==> config.mk <==
export PLATFORM = sky130hd
export DESIGN_NAME = plab5_mcore_mem_acc_tagged
export DESIGN_NICKNAME = d
export VERILOG_FILES = /design/src/rtl/plab5_mcore_mem_acc_tagged.sv
export SDC_FILE = /design/constraint.sdc
export NUM_CORES = 1
export LEC_CHECK = 0
export CAP_MARGIN = 20
export CORE_AREA = 10 10 107 205
export DETAILED_ROUTE_END_ITERATION = 10
export DIE_AREA = 0 0 117 215
export HOLD_SLACK_MARGIN = 0.08
export SLEW_MARGIN = 20
export SYNTH_ARGS = -nofsm -noshare
export SYNTH_HDL_FRONTEND = slang
export SYNTH_SLANG_ARGS = --single-unit
export TNS_END_PERCENT = 20
==> constraint.sdc <==
create_clock -name clk -period 3.6 [get_ports clk]
set_input_delay 0.72 -clock clk [delete_from_list [all_inputs] [get_ports clk]]
set_output_delay 0.72 -clock clk [all_outputs]
set_load 0.05 [all_outputs]
==> src/rtl/plab5_mcore_mem_acc_tagged.sv <==
// Security-tagged memory access gate: grants or denies each request by level and
// returns responses strictly in request order, synthesizing replies for denials.
module plab5_mcore_mem_acc_tagged #(
  parameter int p_opaque_nbits = 8,
  parameter int p_addr_nbits   = 32,
  parameter int p_data_nbits   = 32,
  parameter int p_lvl_nbits    = 2,
  parameter int p_pend_depth   = 4
) (
  input  logic                                     clk,
  input  logic                                     reset,
  input  logic [p_lvl_nbits-1:0]                   req_sec_level,
  input  logic [p_lvl_nbits-1:0]                   mem_sec_level,
  input  logic [3+p_opaque_nbits+p_addr_nbits+2-1:0] net_req_control,
  input  logic [p_data_nbits-1:0]                  net_req_data,
  input  logic                                     net_req_val,
  output logic                                     net_req_rdy,
  output logic [3+p_opaque_nbits+p_addr_nbits+2-1:0] mem_req_control,
  output logic [p_data_nbits-1:0]                  mem_req_data,
  output logic                                     mem_req_val,
  input  logic                                     mem_req_rdy,
  input  logic [3+p_opaque_nbits+2-1:0]            mem_resp_control,
  input  logic [p_data_nbits-1:0]                  mem_resp_data,
  input  logic                                     mem_resp_val,
  output logic                                     mem_resp_rdy,
  output logic [3+p_opaque_nbits+2-1:0]            net_resp_control,
  output logic [p_data_nbits-1:0]                  net_resp_data,
  output logic                                     net_resp_val,
  input  logic                                     net_resp_rdy,
  output logic [p_lvl_nbits-1:0]                   resp_sec_level,
  output logic [15:0]                              viol_count,
  output logic                                     viol_flag,
  input  logic                                     viol_clear
);

  localparam int CW = 3 + p_opaque_nbits + p_addr_nbits + 2;
  localparam int PW = $clog2(p_pend_depth);

  typedef struct packed {
    logic                      granted;
    logic [p_lvl_nbits-1:0]    level;
    logic [2:0]                typ;
    logic [p_opaque_nbits-1:0] opaque;
    logic [1:0]                len;
  } entry_t;

  entry_t        fifo_q [p_pend_depth];
  entry_t        entry_new;
  entry_t        head;
  logic [PW-1:0] wr_ptr_q, wr_ptr_d;
  logic [PW-1:0] rd_ptr_q, rd_ptr_d;
  logic [PW:0]   cnt_q, cnt_d;
  logic [15:0]   viol_count_q, viol_count_d;
  logic          viol_flag_q, viol_flag_d;

  logic granted, full, empty, push, pop, deny_fire, orphan;

  // Request path: the grant decision uses the levels present in the accept cycle.
  always_comb begin
    granted   = req_sec_level >= mem_sec_level;
    full      = cnt_q == (PW+1)'(p_pend_depth);
    empty     = cnt_q == '0;
    net_req_rdy     = !reset && !full && (!granted || mem_req_rdy);
    mem_req_val     = !reset && net_req_val && granted && !full;
    mem_req_control = granted ? net_req_control : '0;
    mem_req_data    = granted ? net_req_data    : '0;
    push      = net_req_val && net_req_rdy;
    deny_fire = push && !granted;
    entry_new = '{granted: granted,
                  level:   req_sec_level,
                  typ:     net_req_control[CW-1 -: 3],
                  opaque:  net_req_control[p_addr_nbits+2 +: p_opaque_nbits],
                  len:     net_req_control[1:0]};
  end

  // NOTE: every output of a combinational block gets a default first so no path
  // leaves it unassigned, which would otherwise infer a latch.
  always_comb begin
    head             = fifo_q[rd_ptr_q];
    net_resp_val     = 1'b0;
    net_resp_control = '0;
    net_resp_data    = '0;
    mem_resp_rdy     = 1'b0;
    resp_sec_level   = '0;
    if (!empty) begin
      resp_sec_level = head.level;
      if (head.granted) begin
        net_resp_val     = mem_resp_val;
        net_resp_control = mem_resp_control;
        net_resp_data    = mem_resp_data;
        mem_resp_rdy     = net_resp_rdy;
      end else begin
        net_resp_val     = 1'b1;
        net_resp_control = {head.typ, head.opaque, head.len};
      end
    end
    pop    = net_resp_val && net_resp_rdy;
    orphan = empty && mem_resp_val;
  end

  always_comb begin
    wr_ptr_d = wr_ptr_q + PW'(push);
    rd_ptr_d = rd_ptr_q + PW'(pop);
    cnt_d    = cnt_q;
    case ({push, pop})
      2'b10:   cnt_d = cnt_q + (PW+1)'(1);
      2'b01:   cnt_d = cnt_q - (PW+1)'(1);
      default: cnt_d = cnt_q;
    endcase
    viol_count_d = viol_count_q;
    viol_flag_d  = viol_flag_q;
    if (viol_clear) begin
      viol_count_d = '0;
      viol_flag_d  = 1'b0;
    end else begin
      if (deny_fire && viol_count_q != 16'hFFFF) viol_count_d = viol_count_q + 16'd1;
      if (deny_fire || orphan)                   viol_flag_d  = 1'b1;
    end
  end

  // NOTE: state flops use non-blocking assignments so all of them update together
  // at the edge regardless of statement order.
  always_ff @(posedge clk or posedge reset) begin
    if (reset) begin
      wr_ptr_q     <= '0;
      rd_ptr_q     <= '0;
      cnt_q        <= '0;
      viol_count_q <= '0;
      viol_flag_q  <= 1'b0;
    end else begin
      wr_ptr_q     <= wr_ptr_d;
      rd_ptr_q     <= rd_ptr_d;
      cnt_q        <= cnt_d;
      viol_count_q <= viol_count_d;
      viol_flag_q  <= viol_flag_d;
    end
  end

  // NOTE: entry storage is deliberately not reset; an empty count makes stale
  // contents unobservable, and leaving it out keeps the array as plain registers.
  always_ff @(posedge clk) begin
    if (push) fifo_q[wr_ptr_q] <= entry_new;
  end

  assign viol_count = viol_count_q;
  assign viol_flag  = viol_flag_q;

endmodule

==> summary.md <==
| Metric | Value |
|---|---|
| Shortest period the worst path allows | `3.320 ns` |
| Max-capacitance violation count | `0` |
| Vias per cell | `4.513` |
| Flops & latches, synth | `around 90` |
| CP endpoint kind | `output port` |
| Most used DFF post-synth | `sky130_fd_sc_hd__edfxtp_1` |
| Setup ws final | `0.2802 ns` |
| Maximum ir drop on the vdd rail | `~0.33 mV` |
| Number of remaining DRC errors | `0` |
| Placer Congestion | `just over 0.8` |
| Stage delay of the slowest cell on the critical path | `roughly 0.52 ns` |
| CTS clk-pin slew, worst paths | `~0.060 ns` |
| Worst-skew pair later-pin latency | `0.33 ns` |
| Post-route standard cell area excluding fillers | `8399 um2` |
| Count of inserted antenna diode cells | `0` |
| CTS H-tree lvls | `3` |
| Vias in the first global route | `approximately 4500` |
| Final Setup Violations | `0` |
| Starting density of the core | `0.2463` |
| Max Transition Viols Final | `0` |
| Row count | `just over 70` |
| Fraction of the cycle the final worst path needs | `0.9222` |
| Die area | `around 25000 um2` |
| Minimum setup slack after placement | `around 0.12 ns` |
| Global-route wire length before repair | `25.36 mm` |
| Cell chain of the critical path | `clkdlybuf4s50_1 > inv_1 > ha_1 > nand2b_1 > a21oi_4 > buf_4 > nor2b_1 > buf_4` |
| Required time reported for the critical path endpoint | `2.88 ns` |
| Layout Area Growth over Synthesis | `82.77%` |
| GRT Util Overall | `0.1282` |
| Net count of the finished layout | `around 800` |
| CP Launch Point | `req_sec_level[0]` |
| Cell taking the most area after synthesis | `sky130_fd_sc_hd__edfxtp_1` |
| Post-synthesis sequential area ratio | `0.5489` |
| Cells after synthesis | `381` |
| Wirelength per Cell | `18.68 um` |
| Most repeated cell in the gate-level netlist after synthesis | `sky130_fd_sc_hd__nor2b_1` |
| Post-CTS sizing | `0` |
| Internal power summed over all cells | `approximately 3.5 mW` |
| Top cells by area in the synthesized netlist | `sky130_fd_sc_hd__edfxtp_1, sky130_fd_sc_hd__dfrtp_1, sky130_fd_sc_hd__nor2b_1, sky130_fd_sc_hd__mux4_2, sky130_fd_sc_hd__and2_1` |
| CTS Hold Bufs | `0` |
| Number of sinks handled by clock tree synthesis | `88` |
| Worst Setup Path Type | `in -> out` |
| First-pass DRT Iterations | `4` |
| Width of the die | `between 100 and 150 um` |
| Net switching component of the power | `2.568 mW` |
| I/O pin count | `278` |
| Top-area cell type share of the netlist area | `0.4182` |
| Combinational share of power | `0.628` |
| Detailed Route Iter0 Violations | `128` |
| Antenna Nets Post-Route | `0` |
| Critical Path Fanout Max | `21` |
| Mapped cell area | `between 4000 and 5000 um2` |
| Status | `finished, final reports clean` |
| Clock tree from TritonCTS | `done` |
| Path category of the worst min-delay check | `reg -> reg` |
| Maximum number of pins on one net before global-route repair | `50` |
| Global-route congestion overflow total | `0` |
| Clk Tree Root Cell | `sky130_fd_sc_hd__clkbuf_16` |
| Instance area at placement | `between 8000 and 9000 um2` |
| Antenna violations before repair | `0` |
| Total wire length after detailed routing | `approximately 17 mm` |
| Post-synthesis cell type count | `34` |
| DP Wirelength | `~14 mm` |
| Slowest cell on the critical path | `sky130_fd_sc_hd__clkdlybuf4s50_1` |
| Worst path arrival time | `approximately 2.6 ns` |
| Syn avg cell area | `12.06 um2` |
| Worst hold path startpoint | `cnt_q[2]` |
| Proportion of power drawn by the clock network | `0.161` |
| Cell area power density | `722.2 nW/um2` |
| Setup bufs post-CTS | `0` |
| Number of warnings issued by yosys | `0` |
| CTS buffer count | `9` |
| Pin slew with the least headroom to its limit | `approximately 0.66 ns` |
| Share of post-route cells with drive strength above 1 | `0.2746` |
| Relative contribution of sequential cells to total power | `0.211` |
| CTS max path bufs | `2` |
| Leak pwr | `roughly 3.3 nW` |
| RSZ-0062 raised after global routing | `no` |
| Vias after detailed routing | `approximately 4000` |
| Switching portion of total power | `0.4234` |
| Core Util, Final | `0.4502` |
| Startpoint types | `input pin` |
| Height of the die | `215 um` |
| Clock Skew | `0.005149 ns` |
| Max-slew headroom | `0.5598` |
| Most numerous cell types in the synthesized netlist | `sky130_fd_sc_hd__nor2b_1, sky130_fd_sc_hd__edfxtp_1, sky130_fd_sc_hd__and2_1` |
| Async set-or-reset flop fraction in the synthesized netlist | `0.2727` |
| Count of flip-flops with a built-in enable after synthesis | `64` |
| Final hold violation count | `0` |
| Post-synthesis net count | `521` |
| Area of the placeable core | `18660 um2` |
| Port buffer count | `277` |
| Cell occurring most often along the worst timing path | `sky130_fd_sc_hd__buf_4` |
| Startpoint of the worst register-to-register path | `rd_ptr_q[0]` |
| Highest clock frequency the design can meet | `around 0.30 GHz` |
## layer usage
layer	routed length (um)	global-route usage	part of all wire
met4	148	0.02113	0.0089
met5	0	0	0
met1	5403	0.1201	0.33
met3	1616	0.04630	0.097
met2	9441	0.2523	0.57
## worst paths after layout
| check | cells after the start | slack [ns] | endpoint |
|---|---|---|---|
| setup / recovery | 8 | 0.28 | mem_req_control[25] |
| hold / removal | 1 | 0.53 | cnt_q[2] |
| setup reg to reg | 11 | 0.71 | cnt_q[2] |
| hold reg to reg | 1 | 0.53 | cnt_q[2] |
| max in group asynchronous | 3 | 2.41 | rd_ptr_q[1] |
| min in group asynchronous | 2 | 0.75 | viol_count[8] |
## critical path: cells and delay by family
kind / cells / cell delay (ns)
adders and majority gates: 1 / 0.27
AOI/OAI and AO/OA: 1 / 0.27
and+or+nand+nor: 2 / 0.28
buffers and inverters: 4 / 1.05
## flip-flops by register name, summed over array words and instances, names as in the netlist
signal	count
rd_ptr_q	2
viol_flag	1
viol_count	16
cnt_q	3
wr_ptr_q	2
fifo_q	64
## layout make-up
type | count | area [um2]
flip-flops and latches | 88 | 2522
fillers | 1722 | 10260
inverters | 14 | 52.55
well taps | 219 | 274.0
clock buffers | 9 | 225.2
repair buffers | 296 | 3268
clock inverters | 6 | 93.84
multi-input cells | 257 | 1963
## cells by family (layout without fill, tap and decap cells)
group / after synthesis / in the layout / synth area share
buf+inv: 36 / 325 / 0.03076
xor+xnor: 11 / 11 / 0.02096
compound gates: 29 / 29 / 0.04057
fa+ha+maj: 7 / 7 / 0.02069
flops: 88 / 88 / 0.5489
mux: 32 / 32 / 0.1133
simple gates: 178 / 178 / 0.2249
## cell usage in the layout, fill, tap and decap left out, types with 3 or more instances in the layout
| cell | instances |
|---|---|
| sky130_fd_sc_hd__clkdlybuf4s50_1 | 150 |
| sky130_fd_sc_hd__buf_4 | 93 |
| sky130_fd_sc_hd__nor2b_1 | 80 |
| sky130_fd_sc_hd__edfxtp_1 | 64 |
| sky130_fd_sc_hd__buf_12 | 52 |
| sky130_fd_sc_hd__and2_1 | 34 |
| sky130_fd_sc_hd__nor2_1 | 28 |
| sky130_fd_sc_hd__dfrtp_1 | 24 |
| sky130_fd_sc_hd__mux2i_1 | 16 |
| sky130_fd_sc_hd__mux4_2 | 16 |
| sky130_fd_sc_hd__inv_1 | 14 |
| sky130_fd_sc_hd__a21oi_1 | 11 |
| sky130_fd_sc_hd__clkbuf_16 | 9 |
| sky130_fd_sc_hd__xnor2_1 | 6 |
| sky130_fd_sc_hd__nand4_1 | 6 |
| sky130_fd_sc_hd__nand2_1 | 6 |
| sky130_fd_sc_hd__ha_1 | 6 |
| sky130_fd_sc_hd__nand3_1 | 5 |
| sky130_fd_sc_hd__xor2_1 | 5 |
| sky130_fd_sc_hd__a211oi_1 | 5 |
| sky130_fd_sc_hd__or4_1 | 5 |
| sky130_fd_sc_hd__o31ai_1 | 4 |
| sky130_fd_sc_hd__o21ai_0 | 3 |
| sky130_fd_sc_hd__or3_1 | 3 |
## power by group through the flow
| stage | combinational [mW] | clock [mW] | sequential (mW) |
|---|---|---|---|
| after CTS | 3.88 | 1.01 | 1.28 |
| final | 3.81 | 0.979 | 1.28 |
| after global placement | 3.82 | 0 | 1.29 |
| after detailed placement | 3.87 | 0 | 1.30 |
| after global routing | 3.99 | 1.05 | 1.30 |
| after floorplan | 2.07 | 0 | 1.27 |
## stage by stage
stage	instances	TNS [ns]	hold WS, ns	total power [mW]
global route	889	0	0.5693	6.338
global placement	873	0	0.4898	5.112
finish	889	0	0.5335	6.066
detailed placement	873	0	0.5281	5.174
floorplan	381	-12.02	0.4560	3.339
CTS	888	0	0.5385	6.167
(Power assumes the default switching activity.)
